### src/rtl/jtag_pkg.sv
// Shared IEEE 1149.1 TAP definitions: state encodings and default IR length,
// reused by the TAP controller and the IR/DR blocks downstream of it.
package jtag_pkg;

   localparam int IR_LENGTH = 5;

   typedef enum logic [3:0] {
      TLR = 4'hF,
      RTI = 4'hC,
      SDS = 4'h7,
      CDR = 4'h6,
      SDR = 4'h2,
      E1D = 4'h1,
      PDR = 4'h3,
      E2D = 4'h0,
      UDR = 4'h5,
      SIS = 4'h4,
      CIR = 4'hE,
      SIR = 4'hA,
      E1I = 4'h9,
      PIR = 4'hB,
      E2I = 4'h8,
      UIR = 4'hD
   } tap_state_t;

endpackage

### src/rtl/jtag_tap_controller.sv
// 16-state TAP controller: TMS-steered FSM, Moore decode of the IR/DR strobes,
// TDO mux/enable and a saturating Run-Test/Idle cycle counter.
module jtag_tap_controller
   import jtag_pkg::*;
#(
   parameter int RTI_CNT_W = 16
) (
   input  logic                 TCK,
   input  logic                 RST,
   input  logic                 TMS,
   input  logic                 SO_IR_OUT,
   input  logic                 SO_DR_OUT,
   output logic [3:0]           TAP_STATE,
   output logic                 Reset_TAP,
   output logic                 Capture_IR,
   output logic                 Shift_IR,
   output logic                 Update_IR,
   output logic                 Capture_DR,
   output logic                 Shift_DR,
   output logic                 Update_DR,
   output logic                 Run_Idle,
   output logic                 TDO,
   output logic                 TDO_EN,
   output logic [RTI_CNT_W-1:0] RTI_COUNT
);

   tap_state_t             state;
   tap_state_t             state_nxt;
   logic [RTI_CNT_W-1:0]   rti_cnt;

   function automatic logic [RTI_CNT_W-1:0] sat_inc(input logic [RTI_CNT_W-1:0] v);
      return (&v) ? v : v + 1'b1;
   endfunction

   always_comb begin
      state_nxt = state;
      unique case (state)
         TLR: state_nxt = TMS ? TLR : RTI;
         RTI: state_nxt = TMS ? SDS : RTI;
         SDS: state_nxt = TMS ? SIS : CDR;
         CDR: state_nxt = TMS ? E1D : SDR;
         SDR: state_nxt = TMS ? E1D : SDR;
         E1D: state_nxt = TMS ? UDR : PDR;
         PDR: state_nxt = TMS ? E2D : PDR;
         E2D: state_nxt = TMS ? UDR : SDR;
         UDR: state_nxt = TMS ? SDS : RTI;
         SIS: state_nxt = TMS ? TLR : CIR;
         CIR: state_nxt = TMS ? E1I : SIR;
         SIR: state_nxt = TMS ? E1I : SIR;
         E1I: state_nxt = TMS ? UIR : PIR;
         PIR: state_nxt = TMS ? E2I : PIR;
         E2I: state_nxt = TMS ? UIR : SIR;
         UIR: state_nxt = TMS ? SDS : RTI;
         default: state_nxt = TLR;
      endcase
   end

   // Entering RTI from elsewhere leaves the count at zero; only edges spent in RTI count.
   always_ff @(posedge TCK) begin
      if (RST) begin
         state   <= TLR;
         rti_cnt <= '0;
      end else begin
         state <= state_nxt;
         if (state_nxt != RTI)
            rti_cnt <= '0;
         else if (state == RTI)
            rti_cnt <= sat_inc(rti_cnt);
      end
   end

   assign TAP_STATE  = state;
   assign Reset_TAP  = (state == TLR);
   assign Run_Idle   = (state == RTI);
   assign Capture_IR = (state == CIR);
   assign Shift_IR   = (state == SIR);
   assign Update_IR  = (state == UIR);
   assign Capture_DR = (state == CDR);
   assign Shift_DR   = (state == SDR);
   assign Update_DR  = (state == UDR);
   assign TDO_EN     = Shift_IR | Shift_DR;
   assign TDO        = Shift_IR ? SO_IR_OUT : (Shift_DR ? SO_DR_OUT : 1'b0);
   assign RTI_COUNT  = rti_cnt;

endmodule

### config.mk
export PLATFORM = sky130hd
export DESIGN_NAME = jtag_tap_controller
export DESIGN_NICKNAME = d
export VERILOG_FILES = /design/src/rtl/jtag_pkg.sv /design/src/rtl/jtag_tap_controller.sv
export SDC_FILE = /design/constraint.sdc
export NUM_CORES = 1
export LEC_CHECK = 0
export CORE_ASPECT_RATIO = 2
export CORE_UTILIZATION = 42
export CTS_BUF_LIST = sky130_fd_sc_hd__clkbuf_16
export DETAILED_ROUTE_END_ITERATION = 7
export PLACE_DENSITY_LB_ADDON = 0.08
export SLEW_MARGIN = 20
export SYNTH_ARGS = -nofsm -noshare
export SYNTH_HDL_FRONTEND = slang
export SYNTH_SLANG_ARGS = --single-unit
### constraint.sdc
create_clock -name TCK -period 1.7 [get_ports TCK]
set_input_delay 0.255 -clock TCK [delete_from_list [all_inputs] [get_ports TCK]]
set_output_delay 0.255 -clock TCK [all_outputs]
set_load 0.02 [all_outputs]
# Yosys cells after proc, flatten, opt, wreduce, memory -nomap -nowiden
# Cells that the tools add are included.
# totals
mem_bits_ro,0
ramBits,0
out_inout_bits,30
word_cells,43
ff_bits,20
latchBits,0
memories,0
# op_classes
n_mux,15
div_mod_pow,0
magnitude_cmp,0
n_reduce_logical,7
n_addsub,1
shifts,0
n_eq_ne,16
bitwise_logic,2
mul,0
# ops
operator,n
one-hot mux 4 bit (12 select lines),1
== test 4 bit (second input constant),8
adder 16 x 1 -> 16 bit (second input constant),1
== test 4 x 3 -> 1 bit (second input constant),4
AND reduction 16 bit,1
two-way mux 2 bit,6
two-way mux 3 bit,4
== test 4 x 2 -> 1 bit (second input constant),2
OR reduction 2 bit,3
== test 4 x 1 -> 1 bit (second input constant),1
logical NOT 4 bit,1
two-way mux 4 bit,1
inequality test 4 bit (second input constant),1
two-way mux 1 bit,3
OR reduction 3 bit,1
AND reduction 2 bit,1
inverter 1 bit,1
bitwise OR 1 bit,1

# Longest topological paths before layout
# Gate-level depths: netlist (run 1).
# depth
word_depth,5
mapped_depth,7

# Least setup slack after synthesis (run 1)
# Ideal clock, no wire load.
# synth_path
path_kind,reg2reg
start,reg state[2] (netlist: TAP_STATE[2])
end,reg rti_cnt[8] (netlist: RTI_COUNT[8])
setup_time_ps,70
arrival_time_ps,1797
setup_slack_ps,-167
stages_incl_launch_ff,7
cell_sequence,dfxtp_1 -> buf_2 -> nand4bb_4 -> inv_2 -> nand4_4 -> or4_1 -> a21oi_1
# synth_via
elab_chain_cells,5
word_cells_on_any_way,23
cone_classes,16 x eq/ne; 1 x mux; 6 x reduce/logical
# synth_lines
element,line,rtl
start: declaration,jtag_tap_controller.sv:27,tap_state_t state;
start signal: assignment,jtag_tap_controller.sv:64,state <= state_nxt;
== test 4 bit (*),-,
via Run_Idle,jtag_tap_controller.sv:21,"output logic Run_Idle,"
OR reduction 3 bit (no source line),-,
one-hot mux 4 bit (12 select lines),jtag_tap_controller.sv:37,unique case (state)
inequality test 4 bit,jtag_tap_controller.sv:65,if (state_nxt != RTI)
OR reduction 2 bit (no source line),-,
end signal: assignment,jtag_tap_controller.sv:68,rti_cnt <= sat_inc(rti_cnt);
end: declaration,jtag_tap_controller.sv:29,logic [RTI_CNT_W-1:0] rti_cnt;
# Mark *: on every way through the listed nets, which the timed path passes. The rest lies on a longest branch.
# A chain may end at the register's enable or synchronous reset.

# Worst setup path in the final report (run 1)
# layout_path
start,reg state[0] (netlist: TAP_STATE[0])
end,reg rti_cnt[9] (netlist: RTI_COUNT[9])
# layout_via
elab_chain_cells,5
word_cells_on_any_way,23
cone_classes,16 x eq/ne; 1 x mux; 6 x reduce/logical
# layout_lines
element,line
== test 4 bit (tied with other cells),jtag_tap_controller.sv:37
OR reduction 3 bit (no source line) or OR reduction 2 bit (tied branches),-
one-hot mux 4 bit (12 select lines),jtag_tap_controller.sv:37
inequality test 4 bit,jtag_tap_controller.sv:65
OR reduction 2 bit (no source line),-
# Parallel ways exist; a longest one is shown, timed or not.

==> results of run 1 <==
==> metal layers <==
layer  GRT usage  vias up
li1            -      653
met1      0.2354      659
met2      0.5083       41
met3     0.03790        6
met4     0.06207        0
met5           0        -
==> cell type report <==
type | count | area (sq um)
clock buffers | 3 | 75.07
fillers | 232 | 818.3
inverters | 7 | 31.28
multi-input cells | 111 | 714.4
flip-flops and latches | 20 | 410.4
well taps | 28 | 35.03
repair buffers | 59 | 518.0
==> logic make-up after synthesis <==
logic type,count (synthesis),share of synthesized area
AOI/OAI and AO/OA,31,0.1783
and+or+nand+nor,75,0.3749
muxes,4,0.03437
buffers and inverters,15,0.05799
adders and majority gates,1,0.01074
DFF,20,0.3437
==> state kept, by name (all words and copies together), names as in the netlist <==
register	flops
TAP_STATE	4
RTI_COUNT	16
==> power by group through the flow <==
stage,combinational (uW),clock [uW],sequential (uW)
detailed placement,280,0,514
finish,269,480,505
floorplan,154,0,517
global placement,274,0,513
CTS,264,485,505
global route,288,505,507
==> repair_timing <==
action	in CTS	in global routing
resized for setup	15	12
setup endpoints to repair	17	12
hold buffers	0	0
buffers inserted	0	1
==> critical path, delay by kind of cell (launching register included) <==
family / cells / cell delay [ns]
buffers and inverters: 1 / 0.13
AOI/OAI and AO/OA: 1 / 0.14
DFF: 1 / 0.31
and+or+nand+nor: 3 / 1.00
==> per-stage QoR <==
step                      total power, uW  instance area, sq um    util
after floorplan                     670.5                  1186       -
after global placement              787.4                  1692  0.6500
after detailed placement            794.4                  1692  0.6500
after CTS                            1254                  1755  0.6745
after global routing                 1300                  1784  0.6856
final                                1253                  1784  0.6856
==> cell usage after synthesis (5+ instances only) <==
| cell type | instances |
|---|---|
| a21oi_1 | 8 |
| inv_1 | 6 |
| dfxtp_1 | 20 |
| o31ai_1 | 5 |
| nand3_1 | 11 |
| nor2_1 | 16 |
| nand2_1 | 8 |
| nor3_1 | 9 |
| or4_1 | 5 |
| o21ai_0 | 5 |
==> final timing paths <==
check	to	depth (start not counted)	start
setup / recovery	RTI_COUNT[9]	5	TAP_STATE[0]
hold / removal	RTI_COUNT[14]	2	RTI_COUNT[14]
setup reg to reg	RTI_COUNT[9]	5	TAP_STATE[0]
hold reg to reg	RTI_COUNT[14]	2	RTI_COUNT[14]
==> flow_summary_export.csv, run 1 <==
group,metric,value,unit
run_status,status,"complete, no violations",
synthesis,syn_avg_cell_area,7.979,sq um
worst_setup_path,worstPathArrival,1.84,ns
placed_design,dpl.hpwl,2.790,mm
sta,setup_violations,0,
drt,wl_per_cell,15.97,um
floorplan,row_count,26,
synthesis,seq_area_frac_synth,0.3437,
sta,slew_viol_final,0,
synthesis,ys_types,39,
synthesis,yosysTopAreaCellShare,0.3437,
synthesis,synth_seq_cells,20,
synthesis,synth_nets,152,
drt,dr.max_layer_used,"met4",
drt,met2_length,2.186,mm
drt,ant_nets,0,
floorplan,chipHeight,76.48,um
clock_tree,htreeDepth,1,
grt,grt_pass1_vias,1300,
drt,first_pass_iters,4,
sta,fmax,0.6048,GHz
worst_setup_path,cp_cell_sequence,"buf_4, nand4bb_4, or4_4, or3_1, a21oi_2",
worst_setup_path,slowest_stage,"or4_4",
sta,holdWs,0.5195,ns
worst_setup_path,endpoint_kind,"flip-flop",
floorplan,top_level_ports,35,
sta,fin_crit_sh,0.9726,
pwr,pwr_density_cell,702.5,nW/um^2
grt,grt-ovfl-total,0,
placed_design,place_inst,224,
drt,totalWireLength,3.642,mm
synthesis,synth_edf_count,0,
placed_design,routabilityCongestion,0.7494,
sta,worst_pin_slew,0.4879,ns
pwr,seqPwrFrac,0.403,
pwr,internal-power,920.8,uW
clock_tree,clockRootBuffer,"clkbuf_16",
pwr,ir_drop,0.8824,mV
cells_and_area,antenna_cells,0,
pwr,leakage,0.0006758,uW
pwr,switching_share,0.2654,
drt,vias_per_cell,5.961,
worst_setup_path,start_kind,"flip-flop",
synthesis,synth_top_area_cell,"dfxtp_1",
drt,drc,0,
cells_and_area,final_common_cell,"buf_4",
grt,grt_pass1_wl,5.616,mm
sta,slew_headroom,0.6722,
sta,rsz0062_at_grt,"true",
sta,fin_crit,1.653,ns
drt,drt_iter0_drc,27,
sta,hold_viol,0,
clock_tree,worstSkewPairLatency,0.25,ns
sta,fin_setup_tns,0,ns
synthesis,synthTopCellsByArea,"dfxtp_1 34%, nor2_1 5.2%, nand3_1 4.7%",
clock_tree,cts_buffer_depth,2,
placed_design,io_buffers,34,
synthesis,synthesis.area,1165,sq um
synthesis,synth_flop_cell,"dfxtp_1",
floorplan,die-width,39.24,um
pwr,power_frac_comb,0.214,
drt,wl_met1,1.232,mm
sta,fin_worst_skew,0.002324,ns
cells_and_area,mostFrequentLayoutCells,"24 x buf_4, 21 x clkdlybuf4s50_1, 15 x nor2_1",
worst_setup_path,rrSetupSlack,0.05,ns
clock_tree,cts_tree,"done",
synthesis,ys_warn_count,0,
clock_tree,clk_pin_slew,0.06,ns
sta,worst_slack,0.04665,ns
worst_setup_path,worstSetupPathType,"reg -> reg",
pwr,clkPwrFrac,0.383,
grt,grt_usage,0.2548,
floorplan,fp.coreArea,2603,sq um
cells_and_area,fin_cells,228,
cells_and_area,drive_above_1_share,0.2500,
clock_tree,cts_made_buffers,3,
clock_tree,numClockSinks,20,
grt,grt_max_degree,11,
worst_setup_path,critPathRequiredTime,1.89,ns
cells_and_area,final_net_count,208,
floorplan,start_util,0.4476,
cells_and_area,area_growth,53.17,%
floorplan,die-area,3001,sq um
pwr,power.switching,332.7,uW
worst_setup_path,path_max_fanout,3,
drt,routed-via-count,1359,
grt,antenna_found_initial,0,
synthesis,synthArstFlopShare,0,
worst_setup_path,max_stage_delay,0.44,ns
placed_design,place_ws,-0.09456,ns
drt,wl_met3,157,um
worst_hold_path,hp-class,"reg -> reg",
synthesis,netlist_instances,146,
run,maxCapViolCount,0,
Power figures use the tool's default switching activity.
==> run 2: changes to the inputs <==
--- a/config.mk
+++ b/config.mk
@@ -6,4 +6,5 @@
 export NUM_CORES = 1
 export LEC_CHECK = 0
+export ABC_CLOCK_PERIOD_IN_PS = 1700
 export CORE_ASPECT_RATIO = 2
 export CORE_UTILIZATION = 42
==> constraint.sdc (replaced) <==
create_clock -name TCK -period 1.7 [get_ports TCK]
set_input_delay 0.34 -clock TCK [delete_from_list [all_inputs] [get_ports TCK]]
set_output_delay 0.34 -clock TCK [all_outputs]
set_load 0.02 [all_outputs]
==> run 2 against run 1 <==
Against the previous run:
- combinational power rose by 3%
- highest routed layer unchanged
- critical path type unchanged
- routed wire length shrank 6.6%
- first-iteration DRC count unchanged
- global-route usage down 0.48 points
- largest cell class unchanged
==> flow_summary_export.csv, run 2 (same netlist as run 1, synthesis figures left out) <==
group,metric,value,unit
sta,fin_worst_skew,0.003675,ns
cells_and_area,drive_above_1_share,0.2921,
sta,worst_pin_slew,0.4469,ns
floorplan,fp.coreArea,2603,sq um
sta,setup_violations,0,
worst_setup_path,endpoint_kind,"flip-flop",
floorplan,die-width,39.24,um
sta,rsz0062_at_grt,"false",
clock_tree,cts_buffer_depth,2,
drt,drc,0,
placed_design,routabilityCongestion,0.7277,
worst_setup_path,start_kind,"flip-flop",
clock_tree,clk_pin_slew,0.06,ns
grt,grt_max_degree,11,
clock_tree,cts_tree,"done",
worst_setup_path,critPathRequiredTime,1.89,ns
run_status,status,"complete, no violations",
run,maxCapViolCount,0,
grt,antenna_found_initial,0,
drt,vias_per_cell,5.761,
cells_and_area,final_util,0.7034,
cells_and_area,n_fill_cell,227,
clock_tree,postCtsHoldBufs,0,
floorplan,start_util,0.4476,
cells_and_area,final_common_cell,"buf_4",
drt,totalWireLength,3.403,mm
pwr,total_power,1260,uW
floorplan,top_level_ports,35,
placed_design,io_buffers,34,
grt,grt_pass1_vias,1303,
floorplan,chipHeight,76.48,um
pwr,leakage,0.0007492,uW
sta,fin_crit_sh,0.9749,
drt,wl_per_cell,14.80,um
clock_tree,worstSkewPairLatency,0.25,ns
cells_and_area,largest_reg_flops,16,
drt,first_pass_iters,4,
drt,drt_iter0_drc,27,
floorplan,row_count,26,
grt,grt-ovfl-total,0,
clock_tree,cts_made_buffers,3,
cells_and_area,antenna_cells,0,
cells_and_area,area_growth,57.14,%
sta,slew_viol_final,0,
placed_design,dpl.hpwl,2.669,mm
worst_setup_path,path_max_fanout,3,
drt,routed-via-count,1325,
grt,grt_pass1_wl,5.409,mm
cells_and_area,final_net_count,210,
sta,fmax,0.6034,GHz
cells_and_area,mostFrequentLayoutCells,"25 x buf_4, 15 x nor2_1, 15 x clkdlybuf4s50_1",
worst_hold_path,hp-class,"reg -> reg",
pwr,ir_drop,0.6742,mV
clock_tree,clockRootBuffer,"clkbuf_16",
sta,hold_viol,0,
floorplan,die-area,3001,sq um
grt,grt_usage,0.2500,
drt,ant_nets,0,
sta,slew_headroom,0.6998,
clock_tree,numClockSinks,20,
pwr,pwr_density_cell,688.4,nW/um^2
clock_tree,htreeDepth,1,
worst_setup_path,worstSetupPathType,"reg -> reg",
sta,fin_crit,1.657,ns
worst_setup_path,worstPathArrival,1.84,ns
run 2: cell types whose count changed in the layout (fill, tap and decap cells not counted), sizes merged:
cell / previous run / this run
dlymetal6s2s: 1 / 4
clkdlybuf4s50: 21 / 15
buf: 25 / 29
clkbuf: 4 / 3
dlygate4sd2: 10 / 8
clkdlybuf4s15: 1 / 5
run 2: final timing paths:
kind	startpoint	to	slack, ns	depth (start not counted)
max	TAP_STATE[0]	RTI_COUNT[9]	0.04	5
min	RTI_COUNT[14]	RTI_COUNT[14]	0.50	2
max reg2reg	TAP_STATE[0]	RTI_COUNT[9]	0.04	5
min reg2reg	RTI_COUNT[14]	RTI_COUNT[14]	0.50	2
run 2: layout make-up:
| class | instances | area, sq um | share of cell area |
|---|---|---|---|
| flip-flops and latches | 20 | 410.4 | 0.2242 |
| repair buffers | 61 | 543.0 | 0.2967 |
| clock buffers | 3 | 75.07 | 0.04101 |
| multi-input cells | 111 | 735.7 | 0.4019 |
| inverters | 7 | 31.28 | 0.01709 |
| well taps | 28 | 35.03 | 0.01914 |
run 2: metal layers:
| metal | wire, um | vias up | track usage |
|---|---|---|---|
| li1 | - | 658 | - |
| met1 | 1123 | 619 | 0.2011 |
| met2 | 2049 | 40 | 0.4950 |
| met3 | 132 | 8 | 0.03790 |
| met4 | 97 | 0 | 0.1241 |
| met5 | 0 | - | 0 |
run 2: where the power goes:
part	internal (uW)	leakage, uW	total (uW)	switching, uW
sequential	484	0.000163	504	20.2
clock	310	0.0000370	480	170
combinational	134	0.000549	276	142
total	928	0.000749	1260	332
run 2: repair_timing:
action / CTS / global route
buffers inserted: 0 / 1
endpoints found under the setup margin: 20 / 17
gates resized for setup: 29 / 17
pin swaps: 0 / 4
run 2: through the flow:
step / setup WS, ns / instance area, sq um / hold slack [ns] / cells / setup TNS [ns]
after global placement: -0.2286 / 1715 / 0.4712 / 226 / -0.6990
after floorplan: -0.04585 / 1195 / 0.4259 / 146 / -0.08923
after global routing: 0.006594 / 1831 / 0.5248 / 230 / 0
final: 0.04270 / 1831 / 0.4989 / 230 / 0
after detailed placement: -0.2482 / 1715 / 0.4826 / 226 / -0.7538
after CTS: 0.003114 / 1785 / 0.4938 / 229 / 0
run 2: worst max-delay path, cell delays in order, from the launching register on:
cell       delay, ns
dfxtp_2         0.32
buf_6           0.11
nand4bb_4       0.25
or4_4           0.45
or3_4           0.34
a21oi_2         0.13
==> run 3: changes to the inputs <==
CORE_MARGIN = 2   (was unset)
==> run 3 against run 2 <==
Against the previous run:
- clock skew decreased by 0.0014 ns
- via count about the same
- global-route usage down 1.6 points
- die area grew 7.8%
- worst setup slack got worse by 0.015 ns
- critical path depth unchanged
- flip-flop and latch count did not move
- routed wire length is 0.53% higher
- sequential share of layout area increased by 0.19 points
- sequential power about the same
- first-iteration DRC count is 67% higher
- highest routed layer unchanged
==> flow_summary_export.csv, run 3 (same netlist as run 1, synthesis figures left out) <==
group,metric,value,unit
drt,wl_per_cell,14.87,um
pwr,clkPwrFrac,0.390,
placed_design,routabilityCongestion,0.7329,
drt,drc,0,
sta,rsz0062_at_grt,"true",
worst_setup_path,endpoint_kind,"flip-flop",
cells_and_area,largest_reg_flops,16,
worst_hold_path,hp-start,"RTI_COUNT[7]",
worst_setup_path,critPathRequiredTime,1.89,ns
cells_and_area,mostFrequentLayoutCells,"23 x buf_4, 15 x nor2_1, 15 x clkdlybuf4s50_1",
worst_setup_path,rrSetupSlack,0.03,ns
sta,fin_crit,1.672,ns
pwr,ir_drop,0.4770,mV
worst_setup_path,path_max_fanout,9,
clock_tree,numClockSinks,20,
drt,first_pass_iters,4,
sta,fmax,0.5979,GHz
cells_and_area,antenna_cells,0,
worst_hold_path,worstHoldEndpoint,"RTI_COUNT[7]",
sta,worst_pin_slew,0.5039,ns
sta,fin_worst_skew,0.002290,ns
floorplan,row_count,27,
clock_tree,cts_tree,"done",
drt,totalWireLength,3.421,mm
grt,grt_pass1_vias,1342,
run,maxCapViolCount,0,
clock_tree,cts_made_buffers,3,
sta,fin_setup_tns,0,ns
pwr,switching_share,0.2690,
sta,slew_viol_final,0,
cells_and_area,final_net_count,208,
placed_design,place_inst,226,
floorplan,die-area,3237,sq um
grt,antenna_found_initial,0,
clock_tree,clk_pin_slew,0.06,ns
floorplan,fp.coreArea,2703,sq um
drt,routed-via-count,1324,
worst_setup_path,start_kind,"flip-flop",
worst_setup_path,worstPathArrival,1.87,ns
worst_setup_path,rr_endpoint,"RTI_COUNT[9]",
clock_tree,cts_buffer_depth,2,
floorplan,chipHeight,78.48,um
sta,fin_crit_sh,0.9838,
cells_and_area,area_growth,55.85,%
worst_setup_path,reg2reg_depth,5,
worst_hold_path,holdPathStages,2,
grt,grt_max_degree,15,
pwr,total_power,1267,uW
drt,drt_iter0_drc,45,
worst_setup_path,cp_cell_sequence,"buf_6, nand4bb_4, or4_4, or3_1, a21oi_2",
grt,grt-ovfl-total,0,
drt,ant_nets,0,
clock_tree,worstSkewPairLatency,0.25,ns
drt,vias_per_cell,5.757,
cells_and_area,final_cell_area,1815,sq um
clock_tree,postCtsHoldBufs,0,
worst_setup_path,cpLargestDelayFamily,"simple AND/OR/NAND/NOR gates",
worst_setup_path,worstSetupPathType,"reg -> reg",
cells_and_area,n_fill_cell,239,
grt,grt_pass1_wl,5.499,mm
placed_design,io_buffers,34,
pwr,power.switching,340.7,uW
floorplan,start_util,0.4310,
cells_and_area,drive_above_1_share,0.3134,
sta,hold_viol,0,
floorplan,die-width,41.24,um
clock_tree,cts_setup_buffers,0,
worst_setup_path,max_stage_delay,0.44,ns
run_status,status,"complete, no violations",
placed_design,dpl_cell_area,1709,sq um
sta,slew_headroom,0.6615,
worst_hold_path,hp-class,"reg -> reg",
pwr,leakage,0.0007445,uW
pwr,power_frac_comb,0.212,
worst_setup_path,worstPathBufferInverterCount,1,
worst_setup_path,r2r_start,"TAP_STATE[0]",
sta,setup_violations,0,
clock_tree,htreeDepth,1,
clock_tree,clockRootBuffer,"clkbuf_16",
floorplan,top_level_ports,35,
pwr,pwr_density_cell,697.7,nW/um^2
worst_setup_path,crit_cells,5,
sta,holdWs,0.5211,ns
worst_setup_path,slowest_stage,"or4_4",
pwr,internal-power,926.0,uW
grt,grt_usage,0.2337,
cells_and_area,final_common_cell,"buf_4",
cells_and_area,fin_cells,230,
placed_design,dpl.hpwl,2.659,mm
pwr,seqPwrFrac,0.398,
## run 3: worst min-delay path, cell delays in order (launching register included)
cell	delay, ns
dfxtp_2	0.35
o31ai_1	0.07
a21oi_1	0.06
## run 3: worst max path at each step
stage	startpoint	end	slack, ns
5_1_grt	TAP_STATE[0]	RTI_COUNT[9]	-0.01
4_1_cts	TAP_STATE[1]	RTI_COUNT[9]	-0.02
3_5_place_dp	SO_IR_OUT	TDO	-0.26
3_3_place_gp	SO_IR_OUT	TDO	-0.23
2_1_floorplan	TAP_STATE[1]	Shift_IR	-0.05
6_report	TAP_STATE[0]	RTI_COUNT[9]	0.03
## run 3: repair_timing
| action | 4_1_cts | 5_1_grt |
|---|---|---|
| pin swaps | 2 | 3 |
| setup endpoints to repair | 19 | 22 |
| resized for setup | 32 | 24 |
## run 3: power by group through the flow
stage / Sequential [uW] / Combinational (uW) / Clock, uW
floorplan: 517 / 156 / 0
global placement: 512 / 277 / 0
detailed placement: 512 / 280 / 0
CTS: 503 / 268 / 501
global route: 506 / 292 / 515
finish: 504 / 269 / 494
## run 3: metal layers
layer,wire [um],vias up,share of wire,global-route usage
met3,126,7,0.037,0.03672
met5,0,-,0,0
met2,2064,33,0.60,0.4563
met1,1147,631,0.34,0.1965
li1,-,653,-,-
met4,83,0,0.024,0.1000
## run 3: layout make-up
cell class / count / area (sq um) / share of cell area
clock buffer: 3 / 75.07 / 0.04135
clock inverter: 1 / 3.754 / 0.002068
inverter: 7 / 31.28 / 0.01723
multi-input combinational: 111 / 747.0 / 0.4114
sequential: 20 / 410.4 / 0.2261
tap: 29 / 36.28 / 0.01999
timing repair buffer: 59 / 511.7 / 0.2819
## run 3: stage by stage
step / setup WS [ns] / utilization
2_1_floorplan: -0.04585 / -
3_3_place_gp: -0.2305 / 0.6324
3_5_place_dp: -0.2562 / 0.6324
4_1_cts: -0.01915 / 0.6634
5_1_grt: -0.01353 / 0.6718
6_report: 0.02757 / 0.6718
==> patch 1, RTL diff (flow settings as in run 3) <==
Change the parameter `RTI_CNT_W` from 16 to 32.
--- a/src/rtl/jtag_tap_controller.sv
+++ b/src/rtl/jtag_tap_controller.sv
@@ -3,7 +3,7 @@
 module jtag_tap_controller
    import jtag_pkg::*;
 #(
-   parameter int RTI_CNT_W = 16
+   parameter int RTI_CNT_W = 32
 ) (
    input  logic                 TCK,
    input  logic                 RST,
Interface: changed (resized RTI_COUNT); port bits go from 35 to 51. No check against the original RTL was run, so the function may have changed too.
==> patch 1 against run 3 <==
The flow now finishes with violations (setup timing); synthesized cell count increased by 65%; sequential cell count increased by 16; sequential share of layout area decreased by 1.8 points; power increased by 66%; count of clock-buffer cells in the layout increased by 2; highest routed layer unchanged; design area increased by 100%; critical path depth increased by 2; critical path type unchanged; synthesized area increased by 75%; worst setup slack got worse by 0.17 ns; largest cell class unchanged; routed wire length increased by 110%; combinational power increased by 40%; via count increased by 82%; final cell count increased by 87%.
==> patch 1: results (changes against run 3) <==
clk_lat worst skew 0.28 ns (+0.03 ns); post-synth cell types 51 (+31%); crit path DAT 2.05 ns (+0.18 ns); Combinational Power Share 17.9% (-3.3 points); Endpoint, Worst Hold RTI_COUNT[23]; Layout Nets 379 (+82%); status finished with violations; Total Wirelength 7.16 mm (+110%); DP HPWL 4.57 mm (+72%); worst hold slack 0.591 ns (+0.0695 ns); first-pass GRT wire length 11.0 mm (+100%); Buffers on Ports 50 (+47%); worst vdd ir 716 uV (+50%); Synth area leaders dfxtp_1 35%, nor2_1 5.0%, a21oi_1 4.4%; sequential fraction of the synthesis area 35.3% (+0.92 points); Adder-Cell Fraction of Synth Area 0.613% (-0.46 points); Worst Setup EP RTI_COUNT[31]; Post-synth top cells 36 x dfxtp_1, 27 x nor2_1, 24 x nand2_1, 18 x a21oi_1; vias in the first global route 2,386 (+78%); Slew Limit Headroom 77.1% (+11 points); Setup TNS -1.94 ns (-1.94 ns); CP max FO 7 (-2); Compound-Gate Fraction of Synth Area 16.1% (-1.8 points); placed insts 407 (+80%); violated checks setup timing; CTS Buf Count 5 (+2); clock skew 0.00515 ns (+0.00286 ns); Final WS setup -0.138 ns (-0.165 ns); share of cells above drive strength 1 48.7% (+17 points); Worst Min Path Start RTI_COUNT[23]; wire per inst 16.7 um (+12%); Post-Syn Instances 241 (+65%); r2r worst-path depth 7 (+2); initial drt markers 43 (-4.4%); pre-CTS setup slack -0.305 ns (-0.0490 ns); Clk power 0.856 mW (+73%); final number of setup-violating endpoints 23 (+23); WHS Path Cells 3 (+1)
==> patch 1: final cells by class <==
cell class                 instances  area (sq um)  area share [%]
multi-input combinational        192          1560            41.9
timing repair buffer             133          1160            31.3
sequential                        36           774            20.8
clock buffer                       5           125            3.37
tap                               55          68.8            1.85
inverter                           5          18.8           0.505
clock inverter                     3          11.3           0.303
==> patch 1: cell families after synthesis <==
group                      count (synthesis)
muxes                                      4
AOI/OAI and AO/OA                         50
buffers and inverters                     14
xor gates and xnor gates                  12
DFF                                       36
adders and majority gates                  1
and+or+nand+nor                          124
==> patch 1: routing by layer <==
| metal | GRT usage, % | wire length [um] | vias up |
|---|---|---|---|
| met5 | 0 | 0 | - |
| met4 | 13.0 | 242 | 0 |
| met3 | 3.77 | 249 | 18 |
| met2 | 53.4 | 4200 | 65 |
| met1 | 25.0 | 2470 | 1177 |
| li1 | - | - | 1153 |
==> patch 2, RTL diff (config.mk and constraints of run 3) <==
Without the edit above. Register the outputs `Capture_IR`, `Update_IR`, `Capture_DR`, `Update_DR`, `Run_Idle`, `TDO` and `TDO_EN`, with the module's reset; this adds one clock of latency there. The other outputs are not delayed to match. Comments in the files are not updated.
--- a/src/rtl/jtag_tap_controller.sv
+++ b/src/rtl/jtag_tap_controller.sv
@@ -71,15 +71,27 @@
 
    assign TAP_STATE  = state;
    assign Reset_TAP  = (state == TLR);
-   assign Run_Idle   = (state == RTI);
-   assign Capture_IR = (state == CIR);
    assign Shift_IR   = (state == SIR);
-   assign Update_IR  = (state == UIR);
-   assign Capture_DR = (state == CDR);
    assign Shift_DR   = (state == SDR);
-   assign Update_DR  = (state == UDR);
-   assign TDO_EN     = Shift_IR | Shift_DR;
-   assign TDO        = Shift_IR ? SO_IR_OUT : (Shift_DR ? SO_DR_OUT : 1'b0);
+   always_ff @(posedge TCK) begin
+      if (RST) begin
+         Capture_IR <= '0;
+         Update_IR  <= '0;
+         Capture_DR <= '0;
+         Update_DR  <= '0;
+         Run_Idle   <= '0;
+         TDO        <= '0;
+         TDO_EN     <= '0;
+      end else begin
+         Capture_IR <= (state == CIR);
+         Update_IR  <= (state == UIR);
+         Capture_DR <= (state == CDR);
+         Update_DR  <= (state == UDR);
+         Run_Idle   <= (state == RTI);
+         TDO        <= Shift_IR ? SO_IR_OUT : (Shift_DR ? SO_DR_OUT : 1'b0);
+         TDO_EN     <= Shift_IR | Shift_DR;
+      end
+   end
    assign RTI_COUNT  = rti_cnt;
 
 endmodule
Behaviour: not the same (Yosys sat finds a counterexample within 4 cycles, from zero or initial values and one cycle with RST high).
==> patch 2 against run 3 <==
Routed wire length is 4.8% higher; sequential cell count rose by 7; synthesized area rose by 12%; count of clock-buffer cells in the layout unchanged; sequential share of layout area rose by 5.3 points; power grew 16%; hold slack better by 0.021 ns; design area is 10% higher; worst setup slack lost 0.0099 ns; highest routed layer unchanged.
==> patch 2: results (changes against run 3) <==
Endpoint, Worst Hold RTI_COUNT[13]; worst vdd ir 589 uV (+23%); largest net degree at the start of global routing 15 (unchanged); Ant. Diodes 0 (unchanged); wire per inst 14.9 um (+0.40%); Synth area leaders dfxtp_1 42%, mux2i_1 4.6%, nor2_1 4.3%; Worst R2R Start TAP_STATE[0]; GRT Util Overall 20.2% (-3.2 points); Compound-Gate Fraction of Synth Area 15.9% (-2.0 points); Layout Nets 217 (+4.3%); gpl congestion 0.826 (+13%); Post-Syn Instances 157 (+7.5%); Top FF cell, synth dfxtp_1; H-tree depth 1 (unchanged); end of the worst register-to-register path RTI_COUNT[8]; antenna violations before repair 0 (unchanged); CP max FO 5 (-4); r2r worst-path depth 4 (-1); Cell Area, Placed 0.00184 sq mm (+7.6%); share of cells above drive strength 1 25.7% (-5.6 points); vias in the first global route 1,301 (-3.1%); measured slew at the worst slew-check pin 0.443 ns (-0.0612 ns); Final WS setup 0.0176 ns (-0.00992 ns); status finished, final reports clean; Post-Layout Cell Count 240 (+4.3%); CTS Buf Count 3 (unchanged); initial drt markers 19 (-58%); drt via density 5.72 (-0.62%); worst hold slack 0.542 ns (+0.0214 ns); clock skew 0.00647 ns (+0.00418 ns); final antenna-violating net count 0 (unchanged); P_leak 0.790 nW (+6.2%); Post-synth top cells 27 x dfxtp_1, 15 x nor2_1, 11 x a21oi_1, 11 x nand3_1, 9 x nand2_1; post-synth cell types 35 (-10%); first-pass GRT wire length 5.54 mm (+0.75%); sequential fraction of the synthesis area 41.5% (+7.2 points); area taken by multi-input logic gates 768 sq um (+2.8%); Adder-Cell Fraction of Synth Area 1.73% (+0.66 points); Worst Min Path Start RTI_COUNT[13]; DP HPWL 2.76 mm (+3.8%); pre-CTS setup slack -0.0325 ns (+0.224 ns); Fill cells 249 (+4.2%); mux cell area share after synthesis 4.62% (+1.2 points)
patch 2: what timing repair did:
item	CTS	global route
pin swaps	1	1
gates resized for setup	16	17
cloned	0	0
setup buffers	0	0
setup endpoints to repair	11	10
patch 2: worst max-delay path by stage:
| stage | to | start | depth (start not counted) |
|---|---|---|---|
| after detailed placement | Shift_IR | TAP_STATE[0] | 3 |
| after CTS | RTI_COUNT[15] | TAP_STATE[0] | 4 |
| after global routing | RTI_COUNT[13] | TAP_STATE[0] | 4 |
| final | RTI_COUNT[8] | TAP_STATE[0] | 4 |
| after floorplan | RTI_COUNT[15] | TAP_STATE[0] | 7 |
| after global placement | Shift_IR | TAP_STATE[0] | 3 |
patch 2: area by class of cell:
type,count,area share (%)
Multi-Input combinational cell,113,38.4
Sequential cell,27,27.9
Timing Repair Buffer,60,26.7
Clock buffer,3,3.76
Tap cell,30,1.88
Inverter,6,1.13
Clock inverter,1,0.188
patch 2: cell families (layout without fill, tap and decap cells):
kind of cell	count (synthesis)	count (layout)
buf+inv	17	70
mux	6	6
simple gates	72	72
fa+ha+maj	2	2
compound gates	33	33
flops	27	27
patch 2: worst max-delay path, stage by stage, from the launching register on:
cell and delay [ns]:
dfxtp_4 0.36, nand4bb_4 0.25, or4_4 0.54, or3_4 0.34, a21oi_2 0.13
patch 2: metal layers:
metal	track usage [%]	part of all wire (%)	up-vias	wire, um
li1	-	-	689	-
met5	0	0	-	0
met4	8.79	1.9	0	67
met3	2.17	2.2	6	80
met1	18.4	36	655	1300
met2	42.1	60	23	2140
patch 2: power breakdown:
part	switching, mW	internal [mW]
sequential	0.0245	0.653
clock	0.209	0.315
combinational	0.144	0.123
total	0.378	1.09
